## src/rtl/vram_arbiter.sv

```systemverilog
// Video RAM port arbiter: video fetches own the port whenever v_req is high,
// CPU accesses fill the free slots. Define VRAM_WBUF_EN for a posted-write buffer.
module vram_arbiter #(
  parameter int unsigned AW = 13,
  parameter int unsigned DW = 8
) (
  input  logic          clock,
  input  logic          reset_n,
  input  logic          v_req,
  input  logic [AW-1:0] v_addr,
  output logic [DW-1:0] v_data,
  input  logic          c_req,
  input  logic          c_we,
  input  logic [AW-1:0] c_addr,
  input  logic [DW-1:0] c_wdata,
  output logic [DW-1:0] c_rdata,
  output logic          c_ack,
  output logic [AW-1:0] ram_addr,
  output logic          ram_we,
  output logic [DW-1:0] ram_wdata,
  input  logic [DW-1:0] ram_rdata
);

  typedef enum logic [0:0] {StIdle, StCdata} state_e;

  state_e        state_q, state_d;
  logic          op_rd_q, op_rd_d;
  logic [DW-1:0] rdata_q, rdata_d;

  assign v_data = ram_rdata;
  assign c_ack  = (state_q == StCdata);
  // Read data is live from the RAM during the ack cycle, then held in rdata_q.
  assign c_rdata = (c_ack && op_rd_q) ? ram_rdata : rdata_q;

`ifdef VRAM_WBUF_EN
  logic          buf_vld_q, buf_vld_d;
  logic [AW-1:0] buf_addr_q, buf_addr_d;
  logic [DW-1:0] buf_data_q, buf_data_d;

  always_comb begin
    state_d    = state_q;
    op_rd_d    = op_rd_q;
    rdata_d    = rdata_q;
    buf_vld_d  = buf_vld_q;
    buf_addr_d = buf_addr_q;
    buf_data_d = buf_data_q;
    ram_addr   = c_addr;
    ram_we     = 1'b0;
    ram_wdata  = buf_data_q;

    unique case (state_q)
      StIdle: begin
        if (c_req && c_we && !buf_vld_q) begin
          // Writes are posted: captured even while video owns the port.
          buf_vld_d  = 1'b1;
          buf_addr_d = c_addr;
          buf_data_d = c_wdata;
          op_rd_d    = 1'b0;
          state_d    = StCdata;
        end else if (c_req && !c_we && !buf_vld_q && !v_req) begin
          // Reads wait for the buffer to drain so RAM order is preserved.
          ram_addr = c_addr;
          op_rd_d  = 1'b1;
          state_d  = StCdata;
        end
      end
      StCdata: begin
        if (op_rd_q) rdata_d = ram_rdata;
        state_d = StIdle;
      end
    endcase

    // Drain never collides with a CPU read issue: reads require an empty buffer.
    if (buf_vld_q && !v_req) begin
      ram_addr  = buf_addr_q;
      ram_we    = 1'b1;
      buf_vld_d = 1'b0;
    end

    if (v_req) begin
      ram_addr = v_addr;
      ram_we   = 1'b0;
    end
  end

  always_ff @(posedge clock or negedge reset_n) begin
    if (!reset_n) begin
      buf_vld_q  <= 1'b0;
      buf_addr_q <= '0;
      buf_data_q <= '0;
    end else begin
      buf_vld_q  <= buf_vld_d;
      buf_addr_q <= buf_addr_d;
      buf_data_q <= buf_data_d;
    end
  end
`else
  always_comb begin
    state_d   = state_q;
    op_rd_d   = op_rd_q;
    rdata_d   = rdata_q;
    ram_addr  = c_addr;
    ram_we    = 1'b0;
    ram_wdata = c_wdata;

    unique case (state_q)
      StIdle: begin
        if (c_req && !v_req) begin
          ram_addr = c_addr;
          ram_we   = c_we;
          op_rd_d  = !c_we;
          state_d  = StCdata;
        end
      end
      StCdata: begin
        if (op_rd_q) rdata_d = ram_rdata;
        state_d = StIdle;
      end
    endcase

    if (v_req) begin
      ram_addr = v_addr;
      ram_we   = 1'b0;
    end
  end
`endif

  always_ff @(posedge clock or negedge reset_n) begin
    if (!reset_n) begin
      state_q <= StIdle;
      op_rd_q <= 1'b0;
      rdata_q <= '0;
    end else begin
      state_q <= state_d;
      op_rd_q <= op_rd_d;
      rdata_q <= rdata_d;
    end
  end

endmodule
```

## config.mk

```make
export PLATFORM = sky130hd
export DESIGN_NAME = vram_arbiter
export DESIGN_NICKNAME = d
export VERILOG_FILES = /design/src/rtl/vram_arbiter.sv
export SDC_FILE = /design/constraint.sdc
export NUM_CORES = 1
export LEC_CHECK = 0
export ABC_AREA = 1
export CAP_MARGIN = 25
export CELL_PAD_IN_SITES_DETAIL_PLACEMENT = 1
export CELL_PAD_IN_SITES_GLOBAL_PLACEMENT = 1
export CORE_ASPECT_RATIO = 0.9
export CORE_MARGIN = 2
export CORE_UTILIZATION = 17
export CTS_BUF_LIST = sky130_fd_sc_hd__clkbuf_8 sky130_fd_sc_hd__clkbuf_16
export DETAILED_ROUTE_END_ITERATION = 16
export PLACE_DENSITY_LB_ADDON = 0.08
export SLEW_MARGIN = 5
export SYNTH_ARGS = -nofsm -noshare
export SYNTH_HDL_FRONTEND = slang
export SYNTH_SLANG_ARGS = --single-unit
export TNS_END_PERCENT = 10
```

## constraint.sdc

```tcl
create_clock -name clock -period 1.3 [get_ports clock]
set_input_delay 0.325 -clock clock [delete_from_list [all_inputs] [get_ports clock]]
set_output_delay 0.325 -clock clock [all_outputs]
set_load 0.01 [all_outputs]
```

==> results_dict.tcl, run 1 <==
set metrics [dict create \
    die_w_um 74.80 \
    wl_met3_um 169 \
    status "finished, violations left" \
    cts_made_buffers 3 \
    yosys-top-cells-count "nand2_1 (31), buf_4 (17), inv_1 (15), dfrtp_1 (10), nand3_1 (9)" \
    seq_area_frac_synth_pct 32.63 \
    initial_core_util_pct 17.42 \
    grt_pass1_wl_mm 4.436 \
    synth_fa_ha_area_share_pct 0 \
    grt_overflow 0 \
    dieArea_mm2 0.005065 \
    dpl.hpwl_mm 2.198 \
    hp-class "in2async" \
    tns_ns -2.252 \
    chipHeight_um 67.72 \
    place_area_mm2 0.001475 \
    fmax_mhz 671.3 \
    synth_ff_type "dfrtp_1" \
    synth-xor-area-share_pct 0 \
    crit_type "reg2out" \
    cp_max_fo 3 \
    finalSetupViolations 18 \
    synth_compound_area_share_pct 11.91 \
    synth_most_common_cell "nand2_1" \
    arrival_ns 1.16 \
    fin_ws_ns -0.1897 \
    rsz0062_at_grt "yes" \
    fin_skew_ns 0.002480 \
    synthMuxAreaShare_pct 0 \
    first_iter_violations 14 \
    fill_cells 545 \
    yosysWarnings 0 \
    grt_use_total_pct 11.69 \
    slew_viol_final 0 \
    vdd_ir_drop_max_uv 357.2 \
    maxCapViolations 0 \
    final_hold_viol_count 0 \
    clk_pin_slew_ns 0.05 \
    layout_min_cycle_time_ns 1.490 \
    netlist.area_leader.share_pct 32.63 \
    yosys_register_bits 10 \
    max_slew_margin_pct 89.83 \
    rows 23 \
    worst-slew-pin-transition_ns 0.1509 \
    globalplace.congestion 0.6281 \
    end_kind "primary output" \
    via_per_inst 3.793 \
    drt-met1-wl_mm 1.072 \
    drive_gt1_share_pct 48.91 \
    clockBufferDepth 2 \
    period_share_pct 114.6 \
    cts_tree "built" \
    drt_wl_total_mm 3.063 \
    syn-num-nets 150 \
    worstSkewPairLatency_ns 0.23 \
    cp-start-kind "flip-flop" \
    cts_root_buf "clkbuf_8" \
    ys_async_sr_fraction_pct 100.0 \
    grt_pass1_vias 959 \
    synth_top_family_by_area "buffers and inverters" \
    power.density_mw_per_mm2 1075 \
    final_cell_area_mm2 0.001642 \
    yosys.area.top_type "dfrtp_1" \
    crit_required_ns 0.98 \
    syn_area_um2 767.0 \
    synth.distinct_cells 14 \
    vias 933 \
    cts.sinks 10 \
    antenna_cells 0 \
    synthCells 103 \
    drc 0 \
    p_total_mw 1.765 \
    total_leakage_power_nw 0.8928 \
    synth-simple-area-share_pct 25.29 \
    first_pass_iters 2 \
    htreeDepth 1 \
    synthTopCellsByArea "dfrtp_1 (33%), buf_4 (17%), nand2_1 (15%), o21ai_2 (8.0%), inv_1 (7.3%)" \
    coreArea_mm2 0.004403 \
    final_net_count 232 \
    io_buffers 69 \
    area_delta_synth_final_pct 114.0 \
    syn_area_per_cell_um2 7.446 \
    antenna_found_initial 0 \
    top_layer_used "met4" \
    wl_met2_mm 1.751 \
    wire_per_inst_um 12.45 \
    violations "setup timing" \
    grt_max_degree 12 \
    num_io_pins 86 \
    detail-route-antenna-nets 0 \
    synth_edf_count 0 \
]
-- kinds of logic (layout without fill, tap and decap cells) --
group / Yosys count / count (layout)
AND/OR/NAND/NOR: 44 / 44
flip-flops: 10 / 10
buffers and inverters: 36 / 117
AO/OA/AOI/OAI: 13 / 13
-- through the flow --
step / setup WS (ns) / util (%) / hold slack [ns] / instances
4_1_cts: -0.2208 / 36.12 / 0.3799 / 245
3_3_place_gp: -0.7819 / 33.50 / 0.4565 / 225
5_1_grt: -0.2712 / 37.28 / 0.3847 / 246
6_report: -0.1897 / 37.28 / 0.3770 / 246
3_5_place_dp: -0.8030 / 33.50 / 0.4646 / 225
2_1_floorplan: 0.09010 / - / 0.02941 / 103
-- sequential cells by signal, indices dropped and copies added (netlist names) --
| register | cells |
|---|---|
| c_ack | 1 |
| rdata_q | 8 |
| op_rd_q | 1 |
-- cell usage in the layout (no fill, tap or decap) --
| master | synthesis | final |
|---|---|---|
| nor2_4 | 1 | 1 |
| dfrtp_1 | 10 | 8 |
| o21ai_0 | 6 | 2 |
| buf_2 | 1 | 25 |
| nand3_1 | 9 | 5 |
| buf_12 | 1 | 3 |
| buf_4 | 17 | 22 |
| buf_6 | 2 | 8 |
| nand3_4 | 0 | 1 |
| clkbuf_4 | 0 | 2 |
| nand2_1 | 31 | 26 |
| clkdlybuf4s50_1 | 0 | 20 |
| dlymetal6s2s_1 | 0 | 5 |
| buf_16 | 0 | 1 |
| nand3_2 | 0 | 3 |
| dfrtp_2 | 0 | 2 |
| nand2_2 | 1 | 5 |
| dlygate4sd2_1 | 0 | 12 |
| inv_2 | 0 | 1 |
| o21ai_2 | 7 | 9 |
| o21ai_1 | 0 | 2 |
| clkbuf_8 | 0 | 4 |
| inv_1 | 15 | 14 |
| nand2_8 | 0 | 1 |
| nor2_2 | 0 | 1 |
| nand2_4 | 1 | 1 |
-- repair_timing --
item                                   CTS  global route
setup endpoints to repair               31            24
resized for setup                      161            15
buffers inserted                        14             2
pin swaps                               10             7
cloned                                   2             0
endpoints found under the hold margin    0             0
hold buffers                             0             0
-- worst paths after layout --
path | startpoint | end | slack [ns] | cells past startpoint
worst max-delay path | c_ack$_DFF_PN0_ | ram_we | -0.19 | 5
worst min-delay path | reset_n | rdata_q[2]$_DFFE_PN0P_ | 0.38 | 2
worst max register to register | op_rd_q$_DFFE_PN0P_ | rdata_q[2]$_DFFE_PN0P_ | -0.04 | 7
worst min register to register | rdata_q[1]$_DFFE_PN0P_ | rdata_q[1]$_DFFE_PN0P_ | 0.47 | 2
max in group asynchronous | reset_n | c_ack$_DFF_PN0_ | 0.77 | 2
min in group clock | ram_rdata[7] | rdata_q[7]$_DFFE_PN0P_ | 0.40 | 3
-- worst max-delay path, cell delays in order (launching register included) --
cell	delay (ns)
dfrtp_2	0.43
buf_4	0.15
nor2_4	0.09
nand2_2	0.06
nor2_2	0.07
buf_2	0.13
-- layer usage --
layer	vias up	global-route usage (%)
li1	468	-
met1	421	13.38
met2	35	20.58
met3	9	2.388
met4	0	5.804
met5	-	0
-- power breakdown --
group          switching, mW  total, mW  internal (mW)
Sequential            0.0337      0.438          0.404
Clock                  0.111      0.376          0.265
Combinational          0.387      0.951          0.564
Total                  0.531       1.76           1.23
-- area by class of cell --
type	instances	area, µm²	share of cell area [%]
clock buffer	4	55.05	3.354
inverter	15	56.30	3.430
multi-input combinational	57	349.1	21.27
sequential	10	252.7	15.40
tap	62	77.57	4.726
timing repair buffer	98	850.8	51.83
No activity file was read; power rests on OpenSTA's default activity.
==> inputs of run 2 (changes only) <==
Settings changed: CORE_UTILIZATION 17 to 18.
Clock period 1.3 ns to 1.93 ns, I/O delays scaled along.
==> run 2 against run 1 <==
  * The run now ends clean
  * Cell area down 10%
  * Final cell count down 13%
  * Combinational power down 56%
  * Worst setup slack better by 0.22 ns
  * Clock-buffer cell count unchanged
  * Clock power down 33%
  * First-iteration DRC count unchanged
  * Critical path depth down 1
==> results_dict.tcl, run 2 (synthesis results as in run 1) <==
set metrics [dict create \
    num_io_pins 86 \
    grt_use_total_pct 11.07 \
    vdd_ir_drop_max_uv 229.3 \
    clock_power_share_pct 25.8 \
    largest_reg_flops 8 \
    hp-class "reg2reg" \
    htreeDepth 1 \
    final_cell_mix "clkdlybuf4s50_1 (38), nand2_1 (31), dlygate4sd2_1 (16)" \
    grt_use_met1_pct 13.08 \
    vias 840 \
    internal_power_mw 0.6904 \
    drive_gt1_share_pct 20.00 \
    area_delta_synth_final_pct 92.50 \
    total_leakage_power_nw 0.7536 \
    detail-route-antenna-nets 0 \
    drc 0 \
    power_frac_seq_pct 30.8 \
    coreArea_mm2 0.004074 \
    cp_max_fo 12 \
    cts_tree "built" \
    final_net_count 213 \
    worstSkewPairLatency_ns 0.23 \
    gr-usage-met2_pct 19.32 \
    p_total_mw 0.9741 \
    largest-register "rdata_q" \
    gr-usage-met3_pct 3.201 \
    fin_ws_ns 0.03466 \
    pre_cts_slack_ns -0.5166 \
    clockBufferDepth 2 \
    maxCapViolations 0 \
    first_iter_violations 14 \
    grt_busiest_layer "met2" \
    slew_viol_final 0 \
    final_cell_area_mm2 0.001476 \
    period_share_pct 98.20 \
    layout_min_cycle_time_ns 1.895 \
    cts_root_buf "clkbuf_8" \
    status "finished clean" \
    end_kind "primary output" \
    comb_power_share_pct 43.4 \
    final_common_cell "clkdlybuf4s50_1" \
    fin_skew_ns 0.0006311 \
    grt_max_degree 14 \
    max_slew_margin_pct 69.00 \
    fmax_mhz 527.6 \
    fill_cells 503 \
    dpl.hpwl_mm 2.061 \
    multi_input_area_um2 285.3 \
    rsz0062_at_grt "yes" \
    initial_core_util_pct 18.83 \
    place_area_mm2 0.001423 \
    grt_pass1_wl_mm 4.146 \
    finalSetupViolations 0 \
    first_pass_iters 2 \
    netSwitchingFraction_pct 29.12 \
    arrival_ns 1.41 \
    antenna_found_initial 0 \
    cts.sinks 10 \
    worst-slew-pin-transition_ns 0.4635 \
    crit_required_ns 1.45 \
    hold_slack_ns 0.4634 \
    wire_per_inst_um 11.85 \
    globalplace.congestion 0.6796 \
    seqCellArea_um2 251.5 \
    power.density_mw_per_mm2 659.8 \
    final_hold_viol_count 0 \
    drt_wl_total_mm 2.523 \
    dieArea_mm2 0.004800 \
    cp-start-kind "input port" \
    chipHeight_um 65.93 \
    final_core_util_pct 36.24 \
    clk_pin_slew_ns 0.04 \
    grt_pass1_vias 908 \
    cts_setup_buffers 0 \
    power.switching_mw 0.2837 \
    die_w_um 72.81 \
    via_per_inst 3.944 \
    rows 22 \
    grt_overflow 0 \
    io_buffers 69 \
    cts_made_buffers 3 \
    crit_type "in2out" \
    antenna_cells 0 \
]
## run 2: final timing paths
path,from,to,slack [ns],depth (start not counted)
worst max-delay path,v_req,ram_addr[4],0.03,4
worst min-delay path,rdata_q[0]$_DFFE_PN0P_,rdata_q[0]$_DFFE_PN0P_,0.46,2
worst max register to register,op_rd_q$_DFFE_PN0P_,rdata_q[2]$_DFFE_PN0P_,0.92,4
worst min register to register,rdata_q[0]$_DFFE_PN0P_,rdata_q[0]$_DFFE_PN0P_,0.46,2
max in group asynchronous,reset_n,op_rd_q$_DFFE_PN0P_,1.01,1
min in group asynchronous,reset_n,rdata_q[4]$_DFFE_PN0P_,0.58,1
## run 2: through the flow
stage                     cells  setup TNS (ns)
after floorplan             103               0
after global placement      208          -8.669
after detailed placement    208          -9.208
after CTS                   213               0
after global routing        213        -0.01254
final                       213               0
## run 2: layout make-up
cell class                      instances  share of cell area, %
Timing Repair Buffer                   79                  52.03
Multi-Input combinational cell         57                  19.32
Sequential cell                        10                  17.03
Tap cell                               48                  4.068
Inverter                               15                  3.814
Clock buffer                            4                  3.729
## run 2: worst max-delay path, cell delays in order
cell and delay (ns):
clkdlybuf4s15_2 0.23, bufbuf_16 0.29, o21ai_2 0.15, clkdlybuf4s15_1 0.26
## run 2: what timing repair did
| action | CTS | global route |
|---|---|---|
| resized for setup | 41 | 17 |
| pin swaps | 0 | 0 |
| hold buffers | 0 | 0 |
| hold endpoints to repair | 0 | 0 |
| cloned | 1 | 0 |
| endpoints found under the setup margin | 30 | 15 |
## run 2: layer usage
metal,vias to the layer above,wire [µm]
li1,423,-
met1,374,1004
met2,35,1318
met3,8,166
met4,0,34
met5,-,0
## run 2: power by group through the flow
stage / Combinational, mW / Clock (mW) / Sequential (mW)
after detailed placement: 0.479 / 0 / 0.303
after CTS: 0.426 / 0.259 / 0.299
after global placement: 0.468 / 0 / 0.299
after global routing: 0.465 / 0.283 / 0.307
final: 0.423 / 0.251 / 0.300
after floorplan: 0.202 / 0 / 0.286
==> inputs of run 3 (changes only) <==
Settings changed: CORE_UTILIZATION 18 to 15.
Clock period 1.93 ns to 1.65 ns, I/O delays scaled along.
==> run 3 against run 2 <==
  * Clock power decreased by 4%
  * Non-clock buffer count grew 2
  * Worst hold slack worse by 0.0020 ns
  * Power increased by 9.2%
  * Worst setup slack worse by 0.0022 ns
  * Critical path depth did not move
  * Clock skew up 0.0029 ns
  * Via count grew 0.60%
  * Highest routed layer unchanged
  * Critical path type unchanged
  * Register-to-register slack lost 0.38 ns
  * Global-route usage is 1.8 points lower
  * Final cell count grew 8.5%
==> results_dict.tcl, run 3 (synthesis results as in run 1) <==
set metrics [dict create \
    critPathCapture "c_rdata[4]" \
    status "finished clean" \
    startpoint "ram_rdata[4]" \
    tns_ns 0 \
    clockBufferDepth 2 \
    drc 0 \
    max_slew_margin_pct 68.21 \
    r2r-end "rdata_q[5]$_DFFE_PN0P_" \
    total_leakage_power_nw 0.7381 \
    crit_type "in2out" \
    fin_skew_ns 0.003509 \
    coreArea_mm2 0.004895 \
    drt_wl_total_mm 2.543 \
    grt_overflow 0 \
    max_stage_delay_ns 0.48 \
    antenna_found_initial 0 \
    cp_max_fo 2 \
    final_cell_mix "clkdlybuf4s50_1 (36), nand2_1 (29), buf_2 (23)" \
    detail-route-antenna-nets 0 \
    io_buffers 69 \
    min_from "rdata_q[0]$_DFFE_PN0P_" \
    rr_worst_depth 5 \
    cp_slowest_cell "clkdlybuf4s50_1" \
    dieArea_mm2 0.005702 \
    area_delta_synth_final_pct 81.89 \
    clk_pin_slew_ns 0.05 \
    drive_gt1_share_pct 31.93 \
    final_net_count 215 \
    finalSetupViolations 0 \
    rows 24 \
    crit_required_ns 1.24 \
    globalplace.congestion 0.6834 \
    ctsHoldBuffers 0 \
    worstSkewPairLatency_ns 0.23 \
    cts.sinks 10 \
    p_total_mw 1.064 \
    num_io_pins 86 \
    slew_viol_final 0 \
    grt_pass1_wl_mm 4.064 \
    grt_max_degree 11 \
    grt_pass1_vias 886 \
    largest-register "rdata_q" \
    fill_cells 616 \
    r2r_start "op_rd_q$_DFFE_PN0P_" \
    hold_slack_ns 0.4614 \
    rsz0062_at_grt "yes" \
    largest_reg_flops 8 \
    crit_chain "clkdlybuf4s50_1 -> nand3_1 -> nand2_2 -> buf_2" \
    gr-usage-met2_pct 15.54 \
    cts_made_buffers 3 \
    worst-slew-pin-transition_ns 0.4754 \
    gr-usage-met3_pct 3.526 \
    end_kind "primary output" \
    period_share_pct 98.03 \
    cts_tree "built" \
    vdd_ir_drop_max_uv 263.2 \
    via_per_inst 3.658 \
    power.density_mw_per_mm2 762.5 \
    grt_use_met1_pct 11.20 \
    wire_per_inst_um 11.01 \
    hp-class "reg2reg" \
    final_common_cell "clkdlybuf4s50_1" \
    regToRegSetupSlack_ns 0.54 \
    initial_core_util_pct 15.67 \
    die_w_um 79.38 \
    cp-start-kind "input port" \
    fmax_mhz 618.2 \
    htreeDepth 1 \
    final_hold_viol_count 0 \
    maxCapViolations 0 \
    grt_use_total_pct 9.278 \
    arrival_ns 1.21 \
    layout_min_cycle_time_ns 1.618 \
    vias 845 \
    dpl.hpwl_mm 2.129 \
    chipHeight_um 71.84 \
    first_iter_violations 38 \
    antenna_cells 0 \
    grt_busiest_layer "met2" \
    first_pass_iters 3 \
    cts_root_buf "clkbuf_8" \
]
[run 3: through the flow]
stage	instance area (µm²)	utilization, %	cells	setup WS [ns]
6_report	1395	28.50	231	0.03244
5_1_grt	1395	28.50	231	-0.008417
4_1_cts	1386	28.32	230	0.001620
3_5_place_dp	1439	29.40	226	-0.6141
3_3_place_gp	1439	29.40	226	-0.6115
2_1_floorplan	767.0	-	103	0.3526
[run 3: layout make-up]
| class | count | area, µm² | share of cell area, % |
|---|---|---|---|
| tap | 65 | 81.33 | 5.830 |
| inverter | 15 | 56.30 | 4.036 |
| timing repair buffer | 81 | 668.1 | 47.89 |
| sequential | 10 | 251.5 | 18.03 |
| multi-input combinational | 57 | 296.5 | 21.26 |
| clock buffer | 3 | 41.29 | 2.960 |
[run 3: worst max-delay path: cells and delay by family]
kind / cells / cell delay, ns
buffers and inverters: 2 / 0.60
AND/OR/NAND/NOR: 2 / 0.19
[run 3: per-layer routing]
layer	share of wire [%]	vias up
li1	-	430
met1	43	368
met2	48	37
met3	7.5	10
met4	1.5	0
met5	0	-
[run 3: how the worst min path moves through the flow]
stage,endpoint,cells after the start
2_1_floorplan,c_ack$_DFF_PN0_,0
3_3_place_gp,rdata_q[2]$_DFFE_PN0P_,2
3_5_place_dp,rdata_q[6]$_DFFE_PN0P_,2
4_1_cts,rdata_q[6]$_DFFE_PN0P_,2
5_1_grt,rdata_q[6]$_DFFE_PN0P_,2
6_report,rdata_q[0]$_DFFE_PN0P_,2
[run 3: report_power, final]
group / internal [mW] / switching, mW
Combinational: 0.256 / 0.216
Clock: 0.159 / 0.0821
Sequential: 0.318 / 0.0327
Total: 0.733 / 0.331
[run 3: repair_timing]
item	4_1_cts	5_1_grt
pin swaps	6	1
resized for setup	105	11
setup buffers	0	1
gates cloned	1	0
setup endpoints to repair	31	12
